## src/rtl/dm_sba_ctrl_if.sv

```systemverilog
// DMI register port and system-bus master signals of the SBA controller.
interface dm_sba_ctrl_if;
  logic [6:0]  dmi_addr;
  logic [31:0] dmi_wdata;
  logic        dmi_wr;
  logic        dmi_rd;
  logic [31:0] dmi_rdata;
  logic        dmi_hit;
  logic        bus_req;
  logic        bus_we;
  logic [31:0] bus_addr;
  logic [31:0] bus_wdata;
  logic        bus_ack;
  logic        bus_err;
  logic [31:0] bus_rdata;

  modport slave (
    input  dmi_addr, dmi_wdata, dmi_wr, dmi_rd,
    output dmi_rdata, dmi_hit,
    output bus_req, bus_we, bus_addr, bus_wdata,
    input  bus_ack, bus_err, bus_rdata
  );

  modport master (
    output dmi_addr, dmi_wdata, dmi_wr, dmi_rd,
    input  dmi_rdata, dmi_hit,
    input  bus_req, bus_we, bus_addr, bus_wdata,
    output bus_ack, bus_err, bus_rdata
  );
endinterface

```

## src/rtl/dm_sba_ctrl.sv

```systemverilog
// SBA controller: sbcs/sbaddress0/sbdata0 behind the DMI, issuing single 32-bit bus accesses.
// dmi_rdata is registered one cycle after dmi_rd; bus_req follows the BUSY state directly.
module dm_sba_ctrl #(
  parameter int unsigned TIMEOUT      = 255,
  parameter logic [6:0]  ADDR_SBCS    = 7'h38,
  parameter logic [6:0]  ADDR_SBADDR0 = 7'h39,
  parameter logic [6:0]  ADDR_SBDATA0 = 7'h3C
) (
  input logic          clk,
  input logic          rst,
  input logic          dmactive,
  dm_sba_ctrl_if.slave sba
);
  localparam int unsigned   CW       = $clog2(TIMEOUT + 1);
  localparam logic [CW-1:0] TMO_LAST = CW'(TIMEOUT);

  typedef enum logic {IDLE, BUSY} state_t;
  state_t state, state_nxt;

  logic [31:0]   sbaddress0, sbdata0;
  logic [2:0]    sberror, sberror_nxt, sbaccess;
  logic          sbbusyerror, sbbusyerror_nxt;
  logic          readonaddr, readondata, autoincrement;
  logic [CW-1:0] tmo_cnt;
  logic [31:0]   rdata_q, addr_q, wdata_q;
  logic          we_q;

  logic        clr, busy, hit_cs, hit_addr, hit_data;
  logic        wr_cs, wr_addr, wr_data, rd_data;
  logic        trig, bad_size, bad_align, start, ack, tmo;
  logic [31:0] trig_addr, sbcs_val;

  assign clr      = rst | ~dmactive;
  assign busy     = (state == BUSY);
  assign hit_cs   = (sba.dmi_addr == ADDR_SBCS);
  assign hit_addr = (sba.dmi_addr == ADDR_SBADDR0);
  assign hit_data = (sba.dmi_addr == ADDR_SBDATA0);
  assign wr_cs    = sba.dmi_wr & hit_cs;
  assign wr_addr  = sba.dmi_wr & hit_addr;
  assign wr_data  = sba.dmi_wr & hit_data;
  assign rd_data  = sba.dmi_rd & hit_data;

  // Triggers fire only from IDLE with no error pending; register updates happen regardless.
  assign trig      = ~busy && (sberror == 3'd0) && ~sbbusyerror &&
                     ((wr_addr && readonaddr) || wr_data || (rd_data && readondata));
  assign trig_addr = wr_addr ? sba.dmi_wdata : sbaddress0;
  assign bad_size  = (sbaccess != 3'd2);
  assign bad_align = (trig_addr[1:0] != 2'b00);
  assign start     = trig & ~bad_size & ~bad_align;
  assign ack       = busy & sba.bus_ack;
  assign tmo       = busy & ~sba.bus_ack & (tmo_cnt == TMO_LAST);

  assign sbcs_val = {3'd1, 6'd0, sbbusyerror, busy, readonaddr, sbaccess, autoincrement,
                     readondata, sberror, 7'd32, 2'b00, 1'b1, 2'b00};

  assign sba.dmi_hit   = hit_cs | hit_addr | hit_data;
  assign sba.dmi_rdata = rdata_q;
  assign sba.bus_req   = busy;
  assign sba.bus_we    = we_q;
  assign sba.bus_addr  = addr_q;
  assign sba.bus_wdata = wdata_q;

  always_ff @(posedge clk) begin
    if (clr) state <= IDLE;
    else     state <= state_nxt;
  end

  always_comb begin
    state_nxt = state;
    case (state)
      IDLE:    if (start) state_nxt = BUSY;
      BUSY:    if (ack || tmo) state_nxt = IDLE;
      default: state_nxt = IDLE;
    endcase
  end

  // W1C is applied first so that an error raised in the same cycle survives the clear.
  always_comb begin
    sberror_nxt     = sberror;
    sbbusyerror_nxt = sbbusyerror;
    if (wr_cs) begin
      sberror_nxt = sberror & ~sba.dmi_wdata[14:12];
      if (sba.dmi_wdata[22]) sbbusyerror_nxt = 1'b0;
    end
    if (trig && bad_size)           sberror_nxt = 3'd4;
    else if (trig && bad_align)     sberror_nxt = 3'd3;
    else if (ack && sba.bus_err)    sberror_nxt = 3'd2;
    else if (tmo)                   sberror_nxt = 3'd1;
    if (busy && (wr_addr || wr_data || rd_data)) sbbusyerror_nxt = 1'b1;
  end

  always_ff @(posedge clk) begin
    if (clr) begin
      sbaddress0    <= '0;
      sbdata0       <= '0;
      sberror       <= '0;
      sbbusyerror   <= 1'b0;
      readonaddr    <= 1'b0;
      readondata    <= 1'b0;
      autoincrement <= 1'b0;
      sbaccess      <= 3'd2;
      tmo_cnt       <= '0;
      rdata_q       <= '0;
      we_q          <= 1'b0;
      addr_q        <= '0;
      wdata_q       <= '0;
    end else begin
      sberror     <= sberror_nxt;
      sbbusyerror <= sbbusyerror_nxt;
      if (sba.dmi_rd)
        rdata_q <= hit_cs ? sbcs_val : hit_addr ? sbaddress0 : hit_data ? sbdata0 : 32'd0;
      if (wr_cs) begin
        readonaddr    <= sba.dmi_wdata[20];
        sbaccess      <= sba.dmi_wdata[19:17];
        autoincrement <= sba.dmi_wdata[16];
        readondata    <= sba.dmi_wdata[15];
      end
      if (wr_addr && !busy)
        sbaddress0 <= sba.dmi_wdata;
      else if (ack && !sba.bus_err && autoincrement)
        sbaddress0 <= sbaddress0 + 32'd4;
      if (wr_data && !busy)
        sbdata0 <= sba.dmi_wdata;
      else if (ack && !sba.bus_err && !we_q)
        sbdata0 <= sba.bus_rdata;
      if (start) begin
        we_q    <= wr_data;
        addr_q  <= trig_addr;
        wdata_q <= wr_data ? sba.dmi_wdata : sbdata0;
        tmo_cnt <= '0;
      end else if (busy && !ack && !tmo) begin
        tmo_cnt <= tmo_cnt + 1'b1;
      end
    end
  end
endmodule

```

## src/flat_wrapper.sv

```systemverilog
// flat-port wrapper written by rule: the top's interface ports become plain ports
module dm_sba_ctrl_flat 
#(
  parameter int unsigned TIMEOUT      = 255,
  parameter logic [6:0]  ADDR_SBCS    = 7'h38,
  parameter logic [6:0]  ADDR_SBADDR0 = 7'h39,
  parameter logic [6:0]  ADDR_SBDATA0 = 7'h3C
)
  (clk, rst, dmactive, sba_dmi_addr, sba_dmi_wdata, sba_dmi_wr, sba_dmi_rd, sba_dmi_rdata, sba_dmi_hit, sba_bus_req, sba_bus_we, sba_bus_addr, sba_bus_wdata, sba_bus_ack, sba_bus_err, sba_bus_rdata);
  dm_sba_ctrl_if sba_i ();
  input logic clk;
  input logic rst;
  input logic dmactive;
  input wire logic [$bits(sba_i.dmi_addr)-1:0] sba_dmi_addr;
  input wire logic [$bits(sba_i.dmi_wdata)-1:0] sba_dmi_wdata;
  input wire logic [$bits(sba_i.dmi_wr)-1:0] sba_dmi_wr;
  input wire logic [$bits(sba_i.dmi_rd)-1:0] sba_dmi_rd;
  output wire logic [$bits(sba_i.dmi_rdata)-1:0] sba_dmi_rdata;
  output wire logic [$bits(sba_i.dmi_hit)-1:0] sba_dmi_hit;
  output wire logic [$bits(sba_i.bus_req)-1:0] sba_bus_req;
  output wire logic [$bits(sba_i.bus_we)-1:0] sba_bus_we;
  output wire logic [$bits(sba_i.bus_addr)-1:0] sba_bus_addr;
  output wire logic [$bits(sba_i.bus_wdata)-1:0] sba_bus_wdata;
  input wire logic [$bits(sba_i.bus_ack)-1:0] sba_bus_ack;
  input wire logic [$bits(sba_i.bus_err)-1:0] sba_bus_err;
  input wire logic [$bits(sba_i.bus_rdata)-1:0] sba_bus_rdata;
  assign sba_i.dmi_addr = sba_dmi_addr;
  assign sba_i.dmi_wdata = sba_dmi_wdata;
  assign sba_i.dmi_wr = sba_dmi_wr;
  assign sba_i.dmi_rd = sba_dmi_rd;
  assign sba_dmi_rdata = sba_i.dmi_rdata;
  assign sba_dmi_hit = sba_i.dmi_hit;
  assign sba_bus_req = sba_i.bus_req;
  assign sba_bus_we = sba_i.bus_we;
  assign sba_bus_addr = sba_i.bus_addr;
  assign sba_bus_wdata = sba_i.bus_wdata;
  assign sba_i.bus_ack = sba_bus_ack;
  assign sba_i.bus_err = sba_bus_err;
  assign sba_i.bus_rdata = sba_bus_rdata;
  dm_sba_ctrl #(.TIMEOUT(TIMEOUT), .ADDR_SBCS(ADDR_SBCS), .ADDR_SBADDR0(ADDR_SBADDR0), .ADDR_SBDATA0(ADDR_SBDATA0)) u_core (.clk(clk), .rst(rst), .dmactive(dmactive), .sba(sba_i));
endmodule
```

## config.mk

```make
export PLATFORM = sky130hd
export DESIGN_NAME = dm_sba_ctrl_flat
export DESIGN_NICKNAME = d
export VERILOG_FILES = /design/src/rtl/dm_sba_ctrl_if.sv /design/src/rtl/dm_sba_ctrl.sv /design/src/flat_wrapper.sv
export SDC_FILE = /design/constraint.sdc
export NUM_CORES = 1
export LEC_CHECK = 0
export BUFFER_PORTS_ARGS = -buffer_cell sky130_fd_sc_hd__buf_4
export CELL_PAD_IN_SITES_DETAIL_PLACEMENT = 1
export CELL_PAD_IN_SITES_GLOBAL_PLACEMENT = 1
export CORE_MARGIN = 2
export CORE_UTILIZATION = 30
export CTS_CLUSTER_SIZE = 24
export DETAILED_ROUTE_END_ITERATION = 8
export PLACE_DENSITY_LB_ADDON = 0.2
export SLEW_MARGIN = 10
export SYNTH_ARGS = -nofsm -noshare
export SYNTH_HDL_FRONTEND = slang
export SYNTH_SLANG_ARGS = --single-unit
```

## constraint.sdc

```tcl
create_clock -name clk -period 2.8 [get_ports clk]
set_input_delay 0.56 -clock clk [delete_from_list [all_inputs] [get_ports clk]]
set_output_delay 0.56 -clock clk [all_outputs]
set_load 0.01 [all_outputs]
```

# Yosys cells after proc, flatten, opt, wreduce, memory -nomap -nowiden
# Index checks and enable logic that the tools add are counted.
# word_totals
ff_bits	180
word_cells	99
# classes
add_sub_neg	2
eq_ne	5
mux	20
n_bitwise	20
reduce_logical	37
# ops
op	n
$mux 32	9
$add 32x3->32 const B	1
$eq 7x6->1 const B	3
$logic_and 1x1->1	16
$mux 3	5
$reduce_bool 2->1	5
$and 1x1->1	9
$add 8x1->8 const B	1
$eq 8x8->1 const B	1
$not 1->1	6
$logic_not 1->1	5
$logic_or 1x1->1	5
$mux 1	5
$reduce_bool 5->1	1
$reduce_bool 4->1	1
$reduce_or 2->1	2
$and 3x3->3	1
$logic_not 3->1	1
$ne 3x2->1 const B	1
$not 3->3	1
$or 1x1->1	3
$pmux 1 s2	1
$reduce_and 2->1	1

# Longest topological paths before layout
# Gate-level depths: netlist of run 1.
# depth
depth_word	10
depth_mapped	8

# Worst setup path after synthesis of run 1
# Ideal clock, no wire load.
# synth_timing
path_type	in2reg
start	in sba_dmi_addr[0]
end	reg u_core.addr_q[10] (netlist: u_core.sba.bus_addr[10])
arrival_time_ns	2.185
setup_slack_ns	0.487
cell_stages	8
path_buffers	3
path_cell_list	and4b_1 > clkbuf_1 > a211o_1 > a2111oi_4 > buf_8 > buf_12 > mux2i_1 > nor2_1
# synth_via
elab_chain_cells	8
# synth_lines
item	line	text
start, declared	flat_wrapper.sv:14	input wire logic [$bits(sba_i.dmi_addr)-1:0] sba_dmi_addr;
$eq 7x6->1	dm_sba_ctrl.sv:36	assign hit_addr = (sba.dmi_addr == ADDR_SBADDR0);
$and 1x1->1	dm_sba_ctrl.sv:39	assign wr_addr = sba.dmi_wr & hit_addr;
$logic_and 1x1->1	dm_sba_ctrl.sv:45	((wr_addr && readonaddr) || wr_data || (rd_data && readondata));
$logic_or 1x1->1 (2 in a row)	dm_sba_ctrl.sv:45	
$logic_and 1x1->1	dm_sba_ctrl.sv:44	assign trig = ~busy && (sberror == 3'd0) && ~sbbusyerror &&
$and 1x1->1 (2 in a row)	dm_sba_ctrl.sv:49	assign start = trig & ~bad_size & ~bad_align;
end signal, assigned	dm_sba_ctrl.sv:128	addr_q <= trig_addr;
end, declared	dm_sba_ctrl.sv:25	logic [31:0] rdata_q, addr_q, wdata_q;
# Parallel ways exist; a longest one is shown, timed or not.
# A chain may end at the register's enable or synchronous reset.

# Worst setup path after layout of run 1
# layout_timing
start	reg u_core.sbaddress0[9]
end	reg u_core.sbaddress0[16]
# layout_via
elab_chain_cells	3
# layout_lines
item	line	text
start, declared	dm_sba_ctrl.sv:20	logic [31:0] sbaddress0, sbdata0;
start signal, assigned	dm_sba_ctrl.sv:119	sbaddress0 <= sba.dmi_wdata;
start signal, assigned	dm_sba_ctrl.sv:121	sbaddress0 <= sbaddress0 + 32'd4;
$add 32x3->32	dm_sba_ctrl.sv:121	
$mux 32	dm_sba_ctrl.sv:120	else if (ack && !sba.bus_err && autoincrement)
$mux 32	dm_sba_ctrl.sv:118	if (wr_addr && !busy)
# Every way passes these cells. The select of a mux whose other input is x is not followed.

==> impl_results.html, run 1 <==
<table>
<tr><th>Metric</th><th>Value</th></tr>
<tr><th colspan="2">Logic synthesis</th></tr>
<tr><td>Post-synth top cells</td><td>sky130_fd_sc_hd__dfxtp_1, sky130_fd_sc_hd__nor2_1, sky130_fd_sc_hd__mux2i_1, sky130_fd_sc_hd__nand2_1, sky130_fd_sc_hd__mux2_2</td></tr>
<tr><td>Part of the Yosys area used for sequential elements</td><td>41.6%</td></tr>
<tr><td>Cell with the most instances after synthesis</td><td>sky130_fd_sc_hd__dfxtp_1</td></tr>
<tr><td>Most used flip-flop cell after synthesis</td><td>sky130_fd_sc_hd__dfxtp_1</td></tr>
<tr><td>Portion of synthesized cell area occupied by the leading cell type</td><td>41.6%</td></tr>
<tr><td>Post-Syn Nets</td><td>1038</td></tr>
<tr><td>Synthesized area per cell</td><td>9.03 sq um</td></tr>
<tr><td>Biggest area consumer among synthesized cells</td><td>sky130_fd_sc_hd__dfxtp_1</td></tr>
<tr><td>EDFF count, synth</td><td>0</td></tr>
<tr><td>FF+latch count, synth</td><td>180</td></tr>
<tr><td>Proportion of synthesized flip-flops having asynchronous set or reset</td><td>0%</td></tr>
<tr><td>Synth unique cells</td><td>55</td></tr>
<tr><td>Instance count of the mapped netlist</td><td>958</td></tr>
<tr><td>Biggest area contributors in the synthesized netlist</td><td>sky130_fd_sc_hd__dfxtp_1, sky130_fd_sc_hd__mux2i_1, sky130_fd_sc_hd__mux2_2</td></tr>
<tr><td>Number of warnings issued by yosys</td><td>0</td></tr>
<tr><td>Area of the mapped netlist</td><td>8650 sq um</td></tr>
<tr><th colspan="2">STA</th></tr>
<tr><td>Hold Fails Final Rpt</td><td>0</td></tr>
<tr><td>Worst clock skew on the final layout</td><td>18.7 ps</td></tr>
<tr><td>Min setup slack post-route</td><td>461 ps</td></tr>
<tr><td>Post-layout min period</td><td>2340 ps</td></tr>
<tr><td>Ratio of final minimum period to clock period</td><td>83.5%</td></tr>
<tr><td>Slew at the pin with the worst max-slew slack</td><td>620 ps</td></tr>
<tr><td>Count of final setup violators</td><td>0</td></tr>
<tr><td>Maximum frequency from static timing analysis</td><td>428 MHz</td></tr>
<tr><td>Accumulated negative setup slack</td><td>0 ps</td></tr>
<tr><td>Unrepaired setup endpoints after global routing</td><td>false</td></tr>
<tr><td>Worst slew margin relative to its limit</td><td>58.7%</td></tr>
<tr><td>Final Max Slew Viols</td><td>0</td></tr>
<tr><th colspan="2">Setup path</th></tr>
<tr><td>Launching element type of the critical path</td><td>flip-flop</td></tr>
<tr><td>Sort of element at the end of the critical path</td><td>flip-flop</td></tr>
<tr><td>Peak fanout along the critical path</td><td>8</td></tr>
<tr><td>Data arrival at the endpoint of the critical path</td><td>2700 ps</td></tr>
<tr><td>Req. time, crit path</td><td>3160 ps</td></tr>
<tr><td>Register-to-register setup slack</td><td>460 ps</td></tr>
<tr><td>Class of the most critical setup path</td><td>reg2reg</td></tr>
<tr><th colspan="2">Clocking</th></tr>
<tr><td>Clk buf depth</td><td>2</td></tr>
<tr><td>H-tree depth</td><td>4</td></tr>
<tr><td>Post-cts hold buffer count</td><td>0</td></tr>
<tr><td>Root Buffer</td><td>sky130_fd_sc_hd__clkbuf_16</td></tr>
<tr><td>CTS tree</td><td>yes</td></tr>
<tr><td>Clock sink count</td><td>180</td></tr>
<tr><td>Number of setup buffers added after CTS</td><td>0</td></tr>
<tr><td>Inserted Clock Buffers</td><td>17</td></tr>
<tr><td>Clock latency on the worst-skew pair</td><td>440 ps</td></tr>
<tr><td># resized after CTS</td><td>0</td></tr>
<tr><td>Clock input transition at the sequential cells of the worst setup and hold paths</td><td>80 ps</td></tr>
<tr><th colspan="2">Global routing</th></tr>
<tr><td>Initial antenna violation count</td><td>0</td></tr>
<tr><td>Global-route wire length before repair</td><td>47.9 mm</td></tr>
<tr><td>Total grt overflow</td><td>0</td></tr>
<tr><td>GRT Overall Usage</td><td>20.4%</td></tr>
<tr><td>Maximum number of pins on one net before global-route repair</td><td>58</td></tr>
<tr><td>Number of global-route vias before repair</td><td>7882</td></tr>
<tr><th colspan="2">Floorplanning</th></tr>
<tr><td>Initial standard-cell utilization of the core</td><td>30.3%</td></tr>
<tr><td>Die Outline Area</td><td>30200 sq um</td></tr>
<tr><td>I/O pin total</td><td>177</td></tr>
<tr><td>Total number of placement rows</td><td>62</td></tr>
<tr><td>Core region area</td><td>28500 sq um</td></tr>
<tr><td>Die Y-Extent</td><td>174 um</td></tr>
<tr><td>Die boundary width</td><td>174 um</td></tr>
<tr><th colspan="2">Placement</th></tr>
<tr><td>Worst slack after detailed placement</td><td>176 ps</td></tr>
<tr><td>Buffers added on ports</td><td>176</td></tr>
<tr><td>RePlAce Congestion</td><td>0.822</td></tr>
<tr><td>Detail Placement HPWL</td><td>21.9 mm</td></tr>
<tr><th colspan="2">Detailed routing</th></tr>
<tr><td>DR DRC count</td><td>0</td></tr>
<tr><td>Number of nets still failing antenna checks after routing</td><td>0</td></tr>
<tr><td>Routed WL per cell</td><td>20.5 um</td></tr>
<tr><td>DRT Wirelength</td><td>31.1 mm</td></tr>
<tr><td>Initial DRT Pass Iterations</td><td>5</td></tr>
<tr><td>Initial detailed-routing violation count</td><td>454</td></tr>
<tr><td>Vias per Instance</td><td>5.15</td></tr>
<tr><td>Vias after detailed routing</td><td>7797</td></tr>
<tr><th colspan="2">Power</th></tr>
<tr><td>Lkg Pwr</td><td>3.95 nW</td></tr>
<tr><td>IR Drop Worst-Case VDD</td><td>368 uV</td></tr>
<tr><td>Power per cell area</td><td>495 nW/um^2</td></tr>
<tr><th colspan="2">Layout</th></tr>
<tr><td>Final Util</td><td>38.7%</td></tr>
<tr><td>Antenna cell count</td><td>0</td></tr>
<tr><td>Nets</td><td>1199</td></tr>
<tr><td>Layout cell share with drive strength beyond 1</td><td>27.6%</td></tr>
<tr><td>Synth-to-layout area growth</td><td>27.8%</td></tr>
<tr><th colspan="2">Outcome</th></tr>
<tr><td>Result of the run</td><td>finished clean</td></tr>
<tr><th colspan="2">Job</th></tr>
<tr><td>Max-cap violation count</td><td>0</td></tr>
<tr><th colspan="2">Min path</th></tr>
<tr><td>Type of the tightest min-delay check</td><td>in2reg</td></tr>
</table>
==> worst paths after layout <==
path / depth (start not counted) / to / from
worst min register to register: 2 / u_core.sba.bus_addr[0] / u_core.sba.bus_addr[0]
worst max register to register: 5 / u_core.sbaddress0[16] / u_core.sbaddress0[9]
worst min-delay path: 3 / u_core.sbaccess[2] / sba_dmi_wdata[19]
worst max-delay path: 5 / u_core.sbaddress0[16] / u_core.sbaddress0[9]
==> through the flow <==
step	std cells	hold WS (ps)	total power (W)	area (sq um)
2_1_floorplan	958	446	0.00271	8650
3_3_place_gp	1484	426	0.00290	10400
3_5_place_dp	1484	425	0.00290	10400
4_1_cts	1515	390	0.00553	11100
5_1_grt	1515	401	0.00564	11100
6_report	1515	411	0.00547	11100
==> cell usage in the layout, fill, tap and decap left out, types with 14 or more instances in the layout <==
| cell type | netlist | routed |
|---|---|---|
| sky130_fd_sc_hd__mux2_2 | 58 | 58 |
| sky130_fd_sc_hd__nand3_1 | 30 | 30 |
| sky130_fd_sc_hd__a21oi_1 | 43 | 43 |
| sky130_fd_sc_hd__nand4_1 | 14 | 14 |
| sky130_fd_sc_hd__dfxtp_1 | 180 | 180 |
| sky130_fd_sc_hd__a211oi_1 | 29 | 29 |
| sky130_fd_sc_hd__nor2b_1 | 15 | 14 |
| sky130_fd_sc_hd__nor2_1 | 133 | 133 |
| sky130_fd_sc_hd__clkbuf_16 | 0 | 17 |
| sky130_fd_sc_hd__a22oi_1 | 26 | 26 |
| sky130_fd_sc_hd__mux2i_1 | 106 | 106 |
| sky130_fd_sc_hd__nand2_1 | 75 | 74 |
| sky130_fd_sc_hd__o21ai_0 | 54 | 54 |
| sky130_fd_sc_hd__buf_4 | 0 | 207 |
==> power breakdown <==
group | switching, W | internal, W
registers | 0.00000162 | 0.00256
logic | 0.000165 | 0.000110
clock network | 0.00113 | 0.00151
total | 0.00129 | 0.00418
==> critical path, cell delays in order, from the launching register on <==
cell and delay, ps:
sky130_fd_sc_hd__dfxtp_1 500, sky130_fd_sc_hd__nand4_1 290, sky130_fd_sc_hd__or3_1 590, sky130_fd_sc_hd__or3_1 470, sky130_fd_sc_hd__o311a_1 300, sky130_fd_sc_hd__a21oi_1 110
==> state kept, by name (all words and copies together) (netlist names), 3 cells and up <==
name                  flops
u_core.sba.bus_addr      32
u_core.sba.bus_wdata     32
u_core.sba.dmi_rdata     32
u_core.sbaddress0        32
u_core.sbdata0           32
u_core.tmo_cnt            8
u_core.sbaccess           3
u_core.sberror            3
==> routing by layer <==
layer  track usage, %  up-vias  share of wire, %
met2             33.6      178                47
met3             3.66       22               4.2
met5                0        -                 0
met4             4.52        0               1.1
li1                 -     3762                 -
met1             27.9     3835                48
==> cells by family after synthesis <==
family / after synthesis / share of synthesized area (%)
flip-flops: 180 / 41.6
adder cells (fa/ha/maj): 2 / 0.289
buffers and inverters: 82 / 4.99
AO/OA/AOI/OAI: 192 / 14.3
XOR/XNOR: 14 / 1.42
AND/OR/NAND/NOR: 324 / 17.6
multiplexers: 164 / 19.8
==> area by class of cell <==
| cell class | instances | area, sq um |
|---|---|---|
| fillers | 3391 | 17500 |
| multi-input cells | 696 | 4650 |
| flip-flops and latches | 180 | 3600 |
| repair buffers | 212 | 1650 |
| well taps | 384 | 480 |
| clock buffers | 18 | 429 |
| clock inverters | 13 | 196 |
| inverters | 12 | 45.0 |
(Power assumes the default switching activity.)
==> run 2, diff against run 1 <==
==> constraint.sdc (replaced) <==
create_clock -name clk -period 2.2 [get_ports clk]
set_input_delay 0.44 -clock clk [delete_from_list [all_inputs] [get_ports clk]]
set_output_delay 0.44 -clock clk [all_outputs]
set_load 0.01 [all_outputs]
==> run 2 against run 1 <==
Global-route usage rose by 0.59 points. Maximum frequency is 15% higher. Clock skew decreased by 9.6 ps. Via count grew 2.2%. Cell count increased by 2.7%. Core utilization is 1.3 points higher. Routed wire length is 1.7% higher. Die area stayed put. First-iteration DRC count decreased by 21%. Register-to-register slack lost 300 ps. Cell area increased by 3.4%. Non-clock buffer count increased by 39. Critical path type unchanged. Largest cell class unchanged. Largest power group is now registers. Highest routed layer unchanged.
==> impl_results.html, run 2 (same netlist as run 1, synthesis figures left out) <==
<table>
<tr><th>Metric</th><th>Value</th></tr>
<tr><th colspan="2">Outcome</th></tr>
<tr><td>Result of the run</td><td>finished clean</td></tr>
<tr><th colspan="2">Floorplanning</th></tr>
<tr><td>Die Y-Extent</td><td>174 um</td></tr>
<tr><td>Total number of placement rows</td><td>62</td></tr>
<tr><td>I/O pin total</td><td>177</td></tr>
<tr><td>Die boundary width</td><td>174 um</td></tr>
<tr><td>Initial standard-cell utilization of the core</td><td>30.3%</td></tr>
<tr><td>Die Outline Area</td><td>30200 sq um</td></tr>
<tr><td>Core region area</td><td>28500 sq um</td></tr>
<tr><th colspan="2">Detailed routing</th></tr>
<tr><td>DRT Wirelength</td><td>31.6 mm</td></tr>
<tr><td>Vias per Instance</td><td>5.12</td></tr>
<tr><td>Number of nets still failing antenna checks after routing</td><td>0</td></tr>
<tr><td>Initial detailed-routing violation count</td><td>358</td></tr>
<tr><td>Routed WL per cell</td><td>20.3 um</td></tr>
<tr><td>Vias after detailed routing</td><td>7972</td></tr>
<tr><td>DR DRC count</td><td>0</td></tr>
<tr><td>Initial DRT Pass Iterations</td><td>4</td></tr>
<tr><th colspan="2">Power</th></tr>
<tr><td>Lkg Pwr</td><td>4.18 nW</td></tr>
<tr><td>Power per cell area</td><td>586 nW/um^2</td></tr>
<tr><td>IR Drop Worst-Case VDD</td><td>437 uV</td></tr>
<tr><th colspan="2">STA</th></tr>
<tr><td>Worst clock skew on the final layout</td><td>9.11 ps</td></tr>
<tr><td>Slew at the pin with the worst max-slew slack</td><td>585 ps</td></tr>
<tr><td>Min setup slack post-route</td><td>166 ps</td></tr>
<tr><td>Post-layout min period</td><td>2030 ps</td></tr>
<tr><td>Count of final setup violators</td><td>0</td></tr>
<tr><td>Final Max Slew Viols</td><td>0</td></tr>
<tr><td>Unrepaired setup endpoints after global routing</td><td>false</td></tr>
<tr><td>Ratio of final minimum period to clock period</td><td>92.5%</td></tr>
<tr><td>Hold Fails Final Rpt</td><td>0</td></tr>
<tr><td>Worst slew margin relative to its limit</td><td>60.9%</td></tr>
<tr><td>Worst hold margin</td><td>281 ps</td></tr>
<tr><td>Maximum frequency from static timing analysis</td><td>492 MHz</td></tr>
<tr><td>Accumulated negative setup slack</td><td>0 ps</td></tr>
<tr><th colspan="2">Global routing</th></tr>
<tr><td>Maximum number of pins on one net before global-route repair</td><td>57</td></tr>
<tr><td>Number of global-route vias before repair</td><td>8387</td></tr>
<tr><td>Initial antenna violation count</td><td>1</td></tr>
<tr><td>Total grt overflow</td><td>0</td></tr>
<tr><td>Global-route wire length before repair</td><td>49.3 mm</td></tr>
<tr><td>GRT Overall Usage</td><td>21.0%</td></tr>
<tr><th colspan="2">Setup path</th></tr>
<tr><td>Class of the most critical setup path</td><td>reg2reg</td></tr>
<tr><td>Data arrival at the endpoint of the critical path</td><td>2400 ps</td></tr>
<tr><td>Sort of element at the end of the critical path</td><td>flip-flop</td></tr>
<tr><td>Register-to-register setup slack</td><td>170 ps</td></tr>
<tr><td>Peak fanout along the critical path</td><td>8</td></tr>
<tr><td>Launching element type of the critical path</td><td>flip-flop</td></tr>
<tr><td>Req. time, crit path</td><td>2560 ps</td></tr>
<tr><th colspan="2">Clocking</th></tr>
<tr><td>Clock input transition at the sequential cells of the worst setup and hold paths</td><td>70 ps</td></tr>
<tr><td>Clock sink count</td><td>180</td></tr>
<tr><td>Clock latency on the worst-skew pair</td><td>440 ps</td></tr>
<tr><td>Inserted Clock Buffers</td><td>17</td></tr>
<tr><td>CTS tree</td><td>yes</td></tr>
<tr><td>Clk buf depth</td><td>2</td></tr>
<tr><td>Post-cts hold buffer count</td><td>0</td></tr>
<tr><td>H-tree depth</td><td>4</td></tr>
<tr><td>Root Buffer</td><td>sky130_fd_sc_hd__clkbuf_16</td></tr>
<tr><th colspan="2">Layout</th></tr>
<tr><td>Nets</td><td>1238</td></tr>
<tr><td>Most common cell after layout, fill and taps aside</td><td>sky130_fd_sc_hd__buf_4</td></tr>
<tr><td>Most frequent cells in the layout</td><td>sky130_fd_sc_hd__buf_4, sky130_fd_sc_hd__dfxtp_1, sky130_fd_sc_hd__nor2_1</td></tr>
<tr><td>Layout cell share with drive strength beyond 1</td><td>30.3%</td></tr>
<tr><td>Post-route design area</td><td>11400 sq um</td></tr>
<tr><td>Synth-to-layout area growth</td><td>32.1%</td></tr>
<tr><th colspan="2">Min path</th></tr>
<tr><td>Type of the tightest min-delay check</td><td>in2reg</td></tr>
<tr><th colspan="2">Placement</th></tr>
<tr><td>Worst slack after detailed placement</td><td>-186 ps</td></tr>
<tr><td>Buffers added on ports</td><td>176</td></tr>
<tr><td>RePlAce Congestion</td><td>0.823</td></tr>
<tr><td>Detail Placement HPWL</td><td>22.8 mm</td></tr>
<tr><td>Instance area at placement</td><td>10800 sq um</td></tr>
<tr><th colspan="2">Job</th></tr>
<tr><td>Max-cap violation count</td><td>0</td></tr>
</table>
[run 2: changes by cell type in the layout (fill, tap and decap cells not counted), sizes merged]
cell,delta
inv,+4
clkinv,+1
diode,+1
buf,+39
bufinv,-4
[run 2: repair_timing]
action / CTS / global route
resized for setup: 0 / 3
endpoints found under the setup margin: 0 / 3
setup buffers: 0 / 1
[run 2: critical path, stage by stage (launching register included)]
cell and delay, ps:
sky130_fd_sc_hd__dfxtp_1 410, sky130_fd_sc_hd__nand4_1 240, sky130_fd_sc_hd__nor4_2 340, sky130_fd_sc_hd__buf_4 220, sky130_fd_sc_hd__nand2_1 90, sky130_fd_sc_hd__or4_1 480, sky130_fd_sc_hd__a31oi_1 190
[run 2: final cells by class]
type                       count  area (sq um)
sequential                   180          3600
timing repair buffer         251          2060
clock buffer                  18           439
tap                          384           480
inverter                      12          45.0
fill                        3377         17100
clock inverter                14           134
antenna                        1          2.50
multi-input combinational    696          4670
[run 2: layer usage]
layer	share of wire, %	vias to the layer above	global-route usage [%]	wire [um]
met3	5.0	28	4.06	1600
met2	47	175	35.1	15000
met1	46	3920	27.4	14400
li1	-	3849	-	-
met4	2.0	0	6.51	631
met5	0	-	0	0
[run 2: final timing paths]
path / from / to / cells past startpoint
worst min-delay path: sba_dmi_wdata[18] / u_core.sbaccess[1] / 3
worst max register to register: u_core.sbaddress0[10] / u_core.sbaddress0[27] / 6
worst min register to register: u_core.sba.bus_addr[0] / u_core.sba.bus_addr[0] / 2
worst max-delay path: u_core.sbaddress0[10] / u_core.sbaddress0[27] / 6
[run 2: power breakdown]
| part | switching [W] | internal [W] | total, W |
|---|---|---|---|
| Clock | 0.00152 | 0.00154 | 0.00306 |
| Combinational | 0.000218 | 0.000161 | 0.000380 |
| Sequential | 0.00000187 | 0.00326 | 0.00326 |
[run 2: per-stage QoR]
step / total power (W) / util (%) / cells
floorplan: 0.00345 / - / 958
global placement: 0.00372 / 37.9 / 1522
detailed placement: 0.00372 / 37.9 / 1522
CTS: 0.00679 / 39.9 / 1554
global route: 0.00693 / 40.0 / 1555
finish: 0.00670 / 40.0 / 1556
==> run 3, diff against run 2 <==
--- a/config.mk
+++ b/config.mk
@@ -13,6 +13,7 @@
 export CTS_CLUSTER_SIZE = 24
 export DETAILED_ROUTE_END_ITERATION = 8
 export PLACE_DENSITY_LB_ADDON = 0.2
+export SETUP_SLACK_MARGIN = 0.5
 export SLEW_MARGIN = 10
 export SYNTH_ARGS = -nofsm -noshare
 export SYNTH_HDL_FRONTEND = slang
==> run 3 against run 2 <==
Flip-flop and latch count unchanged. Cell count up 3.4%. Die area unchanged. Largest power group is now clock. Critical path depth up 3.
==> impl_results.html, run 3 (same netlist as run 1, synthesis figures left out) <==
<table>
<tr><th>Metric</th><th>Value</th></tr>
<tr><th colspan="2">Power</th></tr>
<tr><td>Lkg Pwr</td><td>4.69 nW</td></tr>
<tr><td>IR Drop Worst-Case VDD</td><td>488 uV</td></tr>
<tr><td>Power per cell area</td><td>575 nW/um^2</td></tr>
<tr><td>PnR Total Power</td><td>0.00720 W</td></tr>
<tr><th colspan="2">Layout</th></tr>
<tr><td>Final Util</td><td>43.9%</td></tr>
<tr><td>Most frequent cells in the layout</td><td>sky130_fd_sc_hd__buf_4, sky130_fd_sc_hd__dfxtp_1, sky130_fd_sc_hd__nor2_1</td></tr>
<tr><td>Most common cell after layout, fill and taps aside</td><td>sky130_fd_sc_hd__buf_4</td></tr>
<tr><td>Synth-to-layout area growth</td><td>44.7%</td></tr>
<tr><td>Layout cell share with drive strength beyond 1</td><td>38.6%</td></tr>
<tr><td>Nets</td><td>1293</td></tr>
<tr><td>Post-Layout Cell Count</td><td>1609</td></tr>
<tr><td>Antenna cell count</td><td>0</td></tr>
<tr><th colspan="2">Job</th></tr>
<tr><td>Max-cap violation count</td><td>0</td></tr>
<tr><th colspan="2">Detailed routing</th></tr>
<tr><td>Initial DRT Pass Iterations</td><td>5</td></tr>
<tr><td>Routed WL per cell</td><td>21.4 um</td></tr>
<tr><td>DR DRC count</td><td>0</td></tr>
<tr><td>Vias per Instance</td><td>5.19</td></tr>
<tr><td>DRT Wirelength</td><td>34.4 mm</td></tr>
<tr><td>Initial detailed-routing violation count</td><td>428</td></tr>
<tr><td>Number of nets still failing antenna checks after routing</td><td>0</td></tr>
<tr><td>Vias after detailed routing</td><td>8353</td></tr>
<tr><th colspan="2">Placement</th></tr>
<tr><td>Worst slack after detailed placement</td><td>-125 ps</td></tr>
<tr><td>Placed cells</td><td>1527</td></tr>
<tr><td>Detail Placement HPWL</td><td>22.9 mm</td></tr>
<tr><td>RePlAce Congestion</td><td>0.800</td></tr>
<tr><td>Buffers added on ports</td><td>176</td></tr>
<tr><th colspan="2">Clocking</th></tr>
<tr><td>Clock latency on the worst-skew pair</td><td>430 ps</td></tr>
<tr><td>Clk buf depth</td><td>2</td></tr>
<tr><td>CTS tree</td><td>yes</td></tr>
<tr><td>Root Buffer</td><td>sky130_fd_sc_hd__clkbuf_16</td></tr>
<tr><td>Post-cts hold buffer count</td><td>0</td></tr>
<tr><td>H-tree depth</td><td>4</td></tr>
<tr><td>Clock input transition at the sequential cells of the worst setup and hold paths</td><td>70 ps</td></tr>
<tr><td>Inserted Clock Buffers</td><td>17</td></tr>
<tr><td>Clock sink count</td><td>180</td></tr>
<tr><th colspan="2">Setup path</th></tr>
<tr><td>Data arrival at the endpoint of the critical path</td><td>2240 ps</td></tr>
<tr><td>Req. time, crit path</td><td>2520 ps</td></tr>
<tr><td>Launching element type of the critical path</td><td>primary input</td></tr>
<tr><td>Peak fanout along the critical path</td><td>4</td></tr>
<tr><td>Sort of element at the end of the critical path</td><td>flip-flop</td></tr>
<tr><td>Class of the most critical setup path</td><td>in2reg</td></tr>
<tr><th colspan="2">Floorplanning</th></tr>
<tr><td>Die Y-Extent</td><td>174 um</td></tr>
<tr><td>Total number of placement rows</td><td>62</td></tr>
<tr><td>Die Outline Area</td><td>30200 sq um</td></tr>
<tr><td>Initial standard-cell utilization of the core</td><td>30.3%</td></tr>
<tr><td>I/O pin total</td><td>177</td></tr>
<tr><td>Core region area</td><td>28500 sq um</td></tr>
<tr><td>Die boundary width</td><td>174 um</td></tr>
<tr><th colspan="2">STA</th></tr>
<tr><td>Maximum frequency from static timing analysis</td><td>523 MHz</td></tr>
<tr><td>Count of final setup violators</td><td>0</td></tr>
<tr><td>Hold Fails Final Rpt</td><td>0</td></tr>
<tr><td>Accumulated negative setup slack</td><td>0 ps</td></tr>
<tr><td>Min setup slack post-route</td><td>286 ps</td></tr>
<tr><td>Final Max Slew Viols</td><td>0</td></tr>
<tr><td>Slew at the pin with the worst max-slew slack</td><td>509 ps</td></tr>
<tr><td>Worst slew margin relative to its limit</td><td>66.0%</td></tr>
<tr><td>Worst clock skew on the final layout</td><td>9.23 ps</td></tr>
<tr><td>Ratio of final minimum period to clock period</td><td>87.0%</td></tr>
<tr><td>Post-layout min period</td><td>1910 ps</td></tr>
<tr><td>Unrepaired setup endpoints after global routing</td><td>true</td></tr>
<tr><th colspan="2">Global routing</th></tr>
<tr><td>Global-route wire length before repair</td><td>50.9 mm</td></tr>
<tr><td>Maximum number of pins on one net before global-route repair</td><td>51</td></tr>
<tr><td>Total grt overflow</td><td>0</td></tr>
<tr><td>Initial antenna violation count</td><td>0</td></tr>
<tr><td>GRT Overall Usage</td><td>21.6%</td></tr>
<tr><td>Number of global-route vias before repair</td><td>8516</td></tr>
<tr><th colspan="2">Outcome</th></tr>
<tr><td>Result of the run</td><td>finished clean</td></tr>
<tr><th colspan="2">Min path</th></tr>
<tr><td>Type of the tightest min-delay check</td><td>in2reg</td></tr>
</table>
==> run 3: critical path: stages <==
cell and delay, ps:
sky130_fd_sc_hd__buf_6 100, sky130_fd_sc_hd__and4b_2 260, sky130_fd_sc_hd__a211o_1 340, sky130_fd_sc_hd__a2111oi_4 330, sky130_fd_sc_hd__buf_4 210, sky130_fd_sc_hd__buf_4 170, sky130_fd_sc_hd__buf_4 140, sky130_fd_sc_hd__mux2i_1 190
sky130_fd_sc_hd__nor2_1 50
==> run 3: final timing paths <==
kind,startpoint,cells past startpoint,slack [ps],to
max,sba_dmi_addr[3],9,290,u_core.sba.bus_addr[6]
min,sba_dmi_wdata[1],3,280,u_core.sbaddress0[1]
max reg2reg,u_core.sbaccess[1],9,300,u_core.sba.bus_addr[6]
min reg2reg,u_core.sba.bus_addr[0],2,430,u_core.sba.bus_addr[0]
==> run 3: routing by layer <==
layer  track usage [%]  part of all wire [%]  wire, um  vias up
li1                  -                     -         -     3949
met1              29.0                    46     15800     4165
met4              7.21                   2.7       941        0
met3              2.87                   3.7      1260       42
met2              35.9                    48     16400      197
met5                 0                     0         0        -
==> run 3: what timing repair did <==
item	CTS	global route
pin swaps	20	26
gates cloned	3	6
setup endpoints to repair	94	132
setup buffers	30	12
gates resized for setup	63	39
==> run 3: cell type report <==
type                            instances  area (sq um)
Clock buffer                           19           453
Clock inverter                         12           215
Fill cell                            3316         16000
Inverter                               12          45.0
Multi-Input combinational cell        696          4990
Sequential cell                       180          3630
Tap cell                              384           480
Timing Repair Buffer                  306          2700
==> run 3: metrics by stage <==
stage	hold slack, ps	instance area (sq um)
final	283	12500
after global routing	281	12500
after CTS	274	12200
after detailed placement	424	11000
after global placement	416	11000
after floorplan	446	8850
==> run 3: power by group <==
| group | leakage, nW | switching (W) | internal, W |
|---|---|---|---|
| combinational | 2.91 | 0.000230 | 0.000172 |
| sequential | 1.46 | 0.00000207 | 0.00325 |
| clock | 0.325 | 0.00144 | 0.00211 |
